$ cat src/rtl/carus_clk_gate_ctrl.sv
// Clock-enable controller for the carus clock-gating cell, clocked on the free-running side.
// Gates carus on idle timeout or software sleep, wakes on activity and stalls requests until the clock settles.
module carus_clk_gate_ctrl #(
    parameter int IDLE_CYCLES = 16,
    parameter int WAKE_CYCLES = 2,
    parameter int STAT_W      = 32
) (
    input  logic              clk_i,
    input  logic              rst_i,
    input  logic              auto_en_i,
    input  logic              force_on_i,
    input  logic              sleep_req_i,
    input  logic              wake_i,
    input  logic              busy_i,
    input  logic              req_i,
    output logic              req_stall_o,
    output logic              clk_en_o,
    output logic              gated_o,
    output logic              sleep_ack_o,
    input  logic              clr_stat_i,
    output logic [STAT_W-1:0] gated_cycles_o
);

    localparam int IW = (IDLE_CYCLES > 1) ? $clog2(IDLE_CYCLES) : 1;
    localparam int WW = (WAKE_CYCLES > 1) ? $clog2(WAKE_CYCLES) : 1;
    localparam logic [IW-1:0] IDLE_LAST = IW'(IDLE_CYCLES - 1);
    localparam logic [WW-1:0] WAKE_LAST = WW'(WAKE_CYCLES - 1);

    if (IDLE_CYCLES < 1) begin : g_bad_idle
        $error("carus_clk_gate_ctrl: IDLE_CYCLES must be >= 1");
    end
    if (WAKE_CYCLES < 1) begin : g_bad_wake
        $error("carus_clk_gate_ctrl: WAKE_CYCLES must be >= 1");
    end

    typedef enum logic [1:0] {
        RUN   = 2'd0,
        GATED = 2'd1,
        WAKE  = 2'd2
    } state_t;

    state_t          state, state_next;
    logic [IW-1:0]   idle_cnt, idle_cnt_next;
    logic [WW-1:0]   wake_cnt, wake_cnt_next;
    logic            sleep_entry, sleep_entry_next;
    logic            idle;
    logic            wake_src;

    assign idle     = !busy_i && !req_i && !wake_i;
    assign wake_src = req_i || wake_i || force_on_i || busy_i;

    always_comb begin
        state_next       = state;
        idle_cnt_next    = idle_cnt;
        wake_cnt_next    = wake_cnt;
        sleep_entry_next = sleep_entry;
        case (state)
            RUN: begin
                if (force_on_i || !idle || !auto_en_i) begin
                    idle_cnt_next = '0;
                end else if (idle_cnt != IDLE_LAST) begin
                    idle_cnt_next = idle_cnt + IW'(1);
                end
                // Software sleep outranks the auto timer; force-on and activity outrank both.
                if (!force_on_i && idle && sleep_req_i) begin
                    state_next       = GATED;
                    sleep_entry_next = 1'b1;
                    idle_cnt_next    = '0;
                end else if (!force_on_i && idle && auto_en_i && idle_cnt == IDLE_LAST) begin
                    state_next       = GATED;
                    sleep_entry_next = 1'b0;
                    idle_cnt_next    = '0;
                end
            end
            GATED: begin
                // Only a sleep-entered gating period ends when the request drops.
                if (wake_src || (sleep_entry && !sleep_req_i)) begin
                    state_next    = WAKE;
                    wake_cnt_next = '0;
                end
            end
            WAKE: begin
                if (wake_cnt == WAKE_LAST) begin
                    state_next = RUN;
                end else begin
                    wake_cnt_next = wake_cnt + WW'(1);
                end
            end
            default: begin
                state_next = RUN;
            end
        endcase
    end

    always_ff @(posedge clk_i) begin
        if (rst_i) begin
            state          <= RUN;
            idle_cnt       <= '0;
            wake_cnt       <= '0;
            sleep_entry    <= 1'b0;
            clk_en_o       <= 1'b1;
            gated_cycles_o <= '0;
        end else begin
            state       <= state_next;
            idle_cnt    <= idle_cnt_next;
            wake_cnt    <= wake_cnt_next;
            sleep_entry <= sleep_entry_next;
            clk_en_o    <= (state_next != GATED);
            if (clr_stat_i) begin
                gated_cycles_o <= '0;
            end else if (state == GATED && gated_cycles_o != {STAT_W{1'b1}}) begin
                gated_cycles_o <= gated_cycles_o + STAT_W'(1);
            end
        end
    end

    assign gated_o     = (state == GATED);
    assign sleep_ack_o = gated_o && sleep_req_i;
    assign req_stall_o = req_i && (state != RUN);

endmodule
$ cat config.mk
export PLATFORM = sky130hd
export DESIGN_NAME = carus_clk_gate_ctrl
export DESIGN_NICKNAME = d
export VERILOG_FILES = /design/src/rtl/carus_clk_gate_ctrl.sv
export SDC_FILE = /design/constraint.sdc
export NUM_CORES = 1
export LEC_CHECK = 0
export CORE_ASPECT_RATIO = 1.75
export CORE_UTILIZATION = 47
export DETAILED_ROUTE_END_ITERATION = 12
export PLACE_DENSITY = 0.79
export SLEW_MARGIN = 20
export SYNTH_ARGS = -nofsm -noshare
export SYNTH_HDL_FRONTEND = slang
export SYNTH_SLANG_ARGS = --single-unit
export TNS_END_PERCENT = 1
$ cat constraint.sdc
create_clock -name clk_i -period 2.3 [get_ports clk_i]
set_input_delay 0.23 -clock clk_i [delete_from_list [all_inputs] [get_ports clk_i]]
set_output_delay 0.23 -clock clk_i [all_outputs]
set_load 0.01 [all_outputs]
Word level (Yosys, flattened, before mapping) --
Cells that the tools add are included.
Storage, ports and cells: flip-flop bits (word level) 41, output and inout port bits 36
Operators by class: muxes and demuxes 14, reductions and logical operators 32, equality and inequality tests 7, add/sub/neg operators 3
Operator list (count):
- 32-bit by 1-bit adder with 32-bit output, second input constant | 1
- 32-bit != test, second input constant | 1
- 4-bit two-way mux | 4
- 1-bit logical AND | 10
- 2-bit two-way mux | 4
- 1-bit logical NOT | 7
- 1-bit logical OR | 6
- 2-bit one-hot mux with 3 select lines | 1
- 2-bit AND reduction | 3
- 2-bit nonzero test | 3
- 4-bit by 1-bit adder with 4-bit output, second input constant | 1
- 4-bit == test, second input constant | 1
- 1-bit two-way mux | 4
- 2-bit by 1-bit != test with 1-bit output, second input constant | 2
- 4-bit != test, second input constant | 1
- 4-bit nonzero test | 1
- 2-bit by 1-bit == test with 1-bit output, second input constant | 1
- 2-bit == test, second input constant | 1
- 2-bit logical NOT | 1
- 1-bit one-hot mux with 2 select lines | 1
- 2-bit OR reduction | 1
- 1-bit adder, second input constant | 1

Longest topological paths before layout --
word-level depth 10, mapped depth 9

Worst setup path after synthesis --
Ideal clock, no wire load.
path type register -> register, start register gated_cycles_o[10], end register gated_cycles_o[31], period minus slack after synthesis 2.111 ns, buffers on the path 2, stages on the path, launching flop included 8, data required time 2.230 ns, data arrival time 2.041 ns, setup slack 0.189 ns, cell sequence dfxtp_1 > and4_1 > buf_4 > nand4_1 > or4_1 > buf_2 > or4_1 > a21oi_1
Between the ends: cells in the longest elaborated chain, start to end 2, elaborated cells on any way between the ends 3, those cells by class add/sub (1); eq/ne (1); reduce/logical (1)
RTL lines:
- start, declared | RTL line 21 | output logic [STAT_W-1:0] gated_cycles_o
- start signal, assigned | RTL line 112 | gated_cycles_o <= gated_cycles_o + STAT_W'(1);
- branches (longest 2 deep; another with 32-bit by 1-bit adder with 32-bit output)
Several ways; the timed one is not identified. A chain may end at the register's enable or synchronous reset.

Worst setup path in the final report --
start register gated_cycles_o[0], end register gated_cycles_o[12]
Same word-level chain as after synthesis.

==> results_dict.tcl <==
set metrics [dict create \
    status "finished clean" \
    worstPathCellList "ha_1, nand3_1, or3_1, a311o_1, or3_1, a21oi_1" \
    syn_area_um2 2090 \
    fin_crit_sh_pct 91.4 \
    synth.yosys.seq_area_share_pct 39.3 \
    grt_max_degree 23 \
    grt_util_met2_pct 44.5 \
    dp_cells 349 \
    rsz0062_at_grt "no" \
    drive_above_1_share_pct 10.7 \
    finalWirelength_um 5180 \
    cp-end-kind "flip-flop" \
    crit_top_cell "or3_1" \
    coreArea_um2 4190 \
    cts_made_buffers 5 \
    drcViolationCount 0 \
    synth_seq_cells 41 \
    drt-wirelength-per-cell_um 14.5 \
    period_needed_ps 2100 \
    fin_util_pct 64.8 \
    overflow 0 \
    ys_top_cells_by_area "dfxtp_1, a21oi_1, or3_1" \
    use_met1_pct 24.1 \
    slew_viol_final 0 \
    start_util_pct 49.9 \
    synth_cells 254 \
    clock_path_buffers 2 \
    num_rows 31 \
    synth.distinct_cells 44 \
    grt_most_used_layer "met2" \
    ant_nets 0 \
    grt_pass1_vias 2007 \
    ys_warn_count 0 \
    slowest_delay_ps 410 \
    path_max_fanout 9 \
    htree_levels 2 \
    p_leak_uw 0.000956 \
    maxCapViolCount 0 \
    cts_root_buf "clkbuf_8" \
    skew_ps 12.1 \
    final_common_cell "clkdlybuf4s50_1" \
    power.density_nw_per_um2 450 \
    die_y_um 90.2 \
    final_cell_mix "clkdlybuf4s50_1, dfxtp_1, nand2_1" \
    critPathSlowestCell "dfxtp_1" \
    dieArea_um2 4730 \
    setup_viol 0 \
    ir_drop_uv 432 \
    hold_viol 0 \
    tightest_slew_ps 413 \
    cts_tree "done" \
    port_buffers 44 \
    start_kind "flip-flop" \
    ctsHoldBuffers 0 \
    syn_avg_cell_area_um2 8.23 \
    grt_pass1_wl_um 8670 \
    clock_latency_ps 300 \
    clk_pin_slew_ps 70 \
    yosysTopAreaCell "dfxtp_1" \
    dr.pass1.iters 4 \
    synth_top_area_share_pct 39.3 \
    via_per_inst 6.04 \
    syn-num-nets 265 \
    antenna_cells 0 \
    clkSinkCount 41 \
    hp-class "flip-flop to flip-flop" \
    grt.total_usage_pct 23.8 \
    dpl.hpwl_um 3860 \
    dr_total_vias 2157 \
    synthToLayoutAreaGrowth_pct 29.7 \
    critical_path_arrival_ps 2340 \
    criticalPathCategory "flip-flop to flip-flop" \
    antenna_found_initial 0 \
    drt-initial-drc-count 47 \
    fill_cells 362 \
    fin_nets 318 \
    slew_headroom_pct 72.2 \
    place.gp.congestion 0.908 \
    fmax_mhz 476 \
    die_w_um 52.4 \
    cp.required_ps 2530 \
    io_pins 45 \
    met3_usage_pct 4.40 \
    fin_cells 357 \
    tns_ps 0 \
]
==> sequential cells by signal, summed over array words and instances (netlist names) <==
register	cells
sleep_entry	1
state	2
wake_cnt	1
clk_en_o	1
idle_cnt	4
gated_cycles_o	32
==> cell families (layout without fill, tap and decap cells) <==
logic type,Yosys count,after routing,synth area share (%)
xor+xnor,4,4,1.68
flops,41,41,39.3
fa+ha+maj,2,2,1.20
mux,2,2,0.958
simple gates,120,120,32.1
buf+inv,19,73,4.85
compound gates,66,66,19.9
==> worst paths after layout <==
check                           cells after the start            endpoint               start  slack (ps)
worst max register to register                      6  gated_cycles_o[12]   gated_cycles_o[0]         200
worst min register to register                      2  gated_cycles_o[31]  gated_cycles_o[31]         500
worst max-delay path                                6  gated_cycles_o[12]   gated_cycles_o[0]         200
worst min-delay path                                2  gated_cycles_o[31]  gated_cycles_o[31]         500
==> worst max-delay path, delay by kind of cell, from the launching register on <==
kind | cells | cell delay [ps]
DFF | 1 | 410
and+or+nand+nor | 3 | 840
AOI/OAI and AO/OA | 2 | 540
adders and majority gates | 1 | 250
==> per-layer routing <==
| layer | vias to the layer above | wire length (um) |
|---|---|---|
| met5 | - | 0 |
| met2 | 44 | 2910 |
| met3 | 7 | 152 |
| met1 | 1037 | 2040 |
| met4 | 0 | 83 |
| li1 | 1069 | - |
==> synthesized netlist by cell type, drive strengths merged <==
master / instances
inv: 6
nor4: 1
clkbuf: 8
nand3: 11
and2: 3
or4: 8
and4b: 1
nand2: 23
or3: 17
buf: 4
or2: 2
xnor2: 2
a31oi: 7
a41o: 6
a32oi: 1
a22oi: 1
nor4b: 1
and3: 7
a21oi: 22
ha: 2
xor2: 2
nand4b: 1
nand2b: 1
a41oi: 2
a311o: 1
o31ai: 6
a311oi: 1
mux2i: 2
dfxtp: 41
nand4: 9
nor3: 6
o211ai: 4
and4: 7
o21ai: 15
nor2: 22
dlygate4sd1: 1
==> area by class of cell <==
class                   count  area, um^2  share of cell area [%]
clock buffers               6        72.6                    2.68
clock inverters             2        10.0                   0.369
inverters                   6        22.5                   0.830
multi-input cells         194        1170                    43.2
flip-flops and latches     41         821                    30.3
well taps                  49        61.3                    2.26
repair buffers             59         553                    20.4
==> stage by stage <==
stage / cell area [um^2] / power (uW) / hold WS (ps) / setup slack [ps]
6_report: 2710 / 1220 / 502 / 198
5_1_grt: 2710 / 1260 / 522 / 54.1
4_1_cts: 2710 / 1230 / 501 / 159
3_5_place_dp: 2630 / 781 / 484 / 185
3_3_place_gp: 2630 / 781 / 480 / 213
2_1_floorplan: 2090 / 753 / 396 / 189
==> power breakdown <==
group,switching [uW],leakage [uW],internal [uW]
logic,27.6,0.000581,24.3
registers,1.32,0.000330,711
clock network,247,0.0000450,210
total,276,0.000956,945
==> timing repair <==
action / in CTS / in global routing
buffers inserted: 0 / 0
resized for setup: 0 / 1
setup endpoints to repair: 0 / 2
Note: power is estimated with default switching activity, not from simulation.
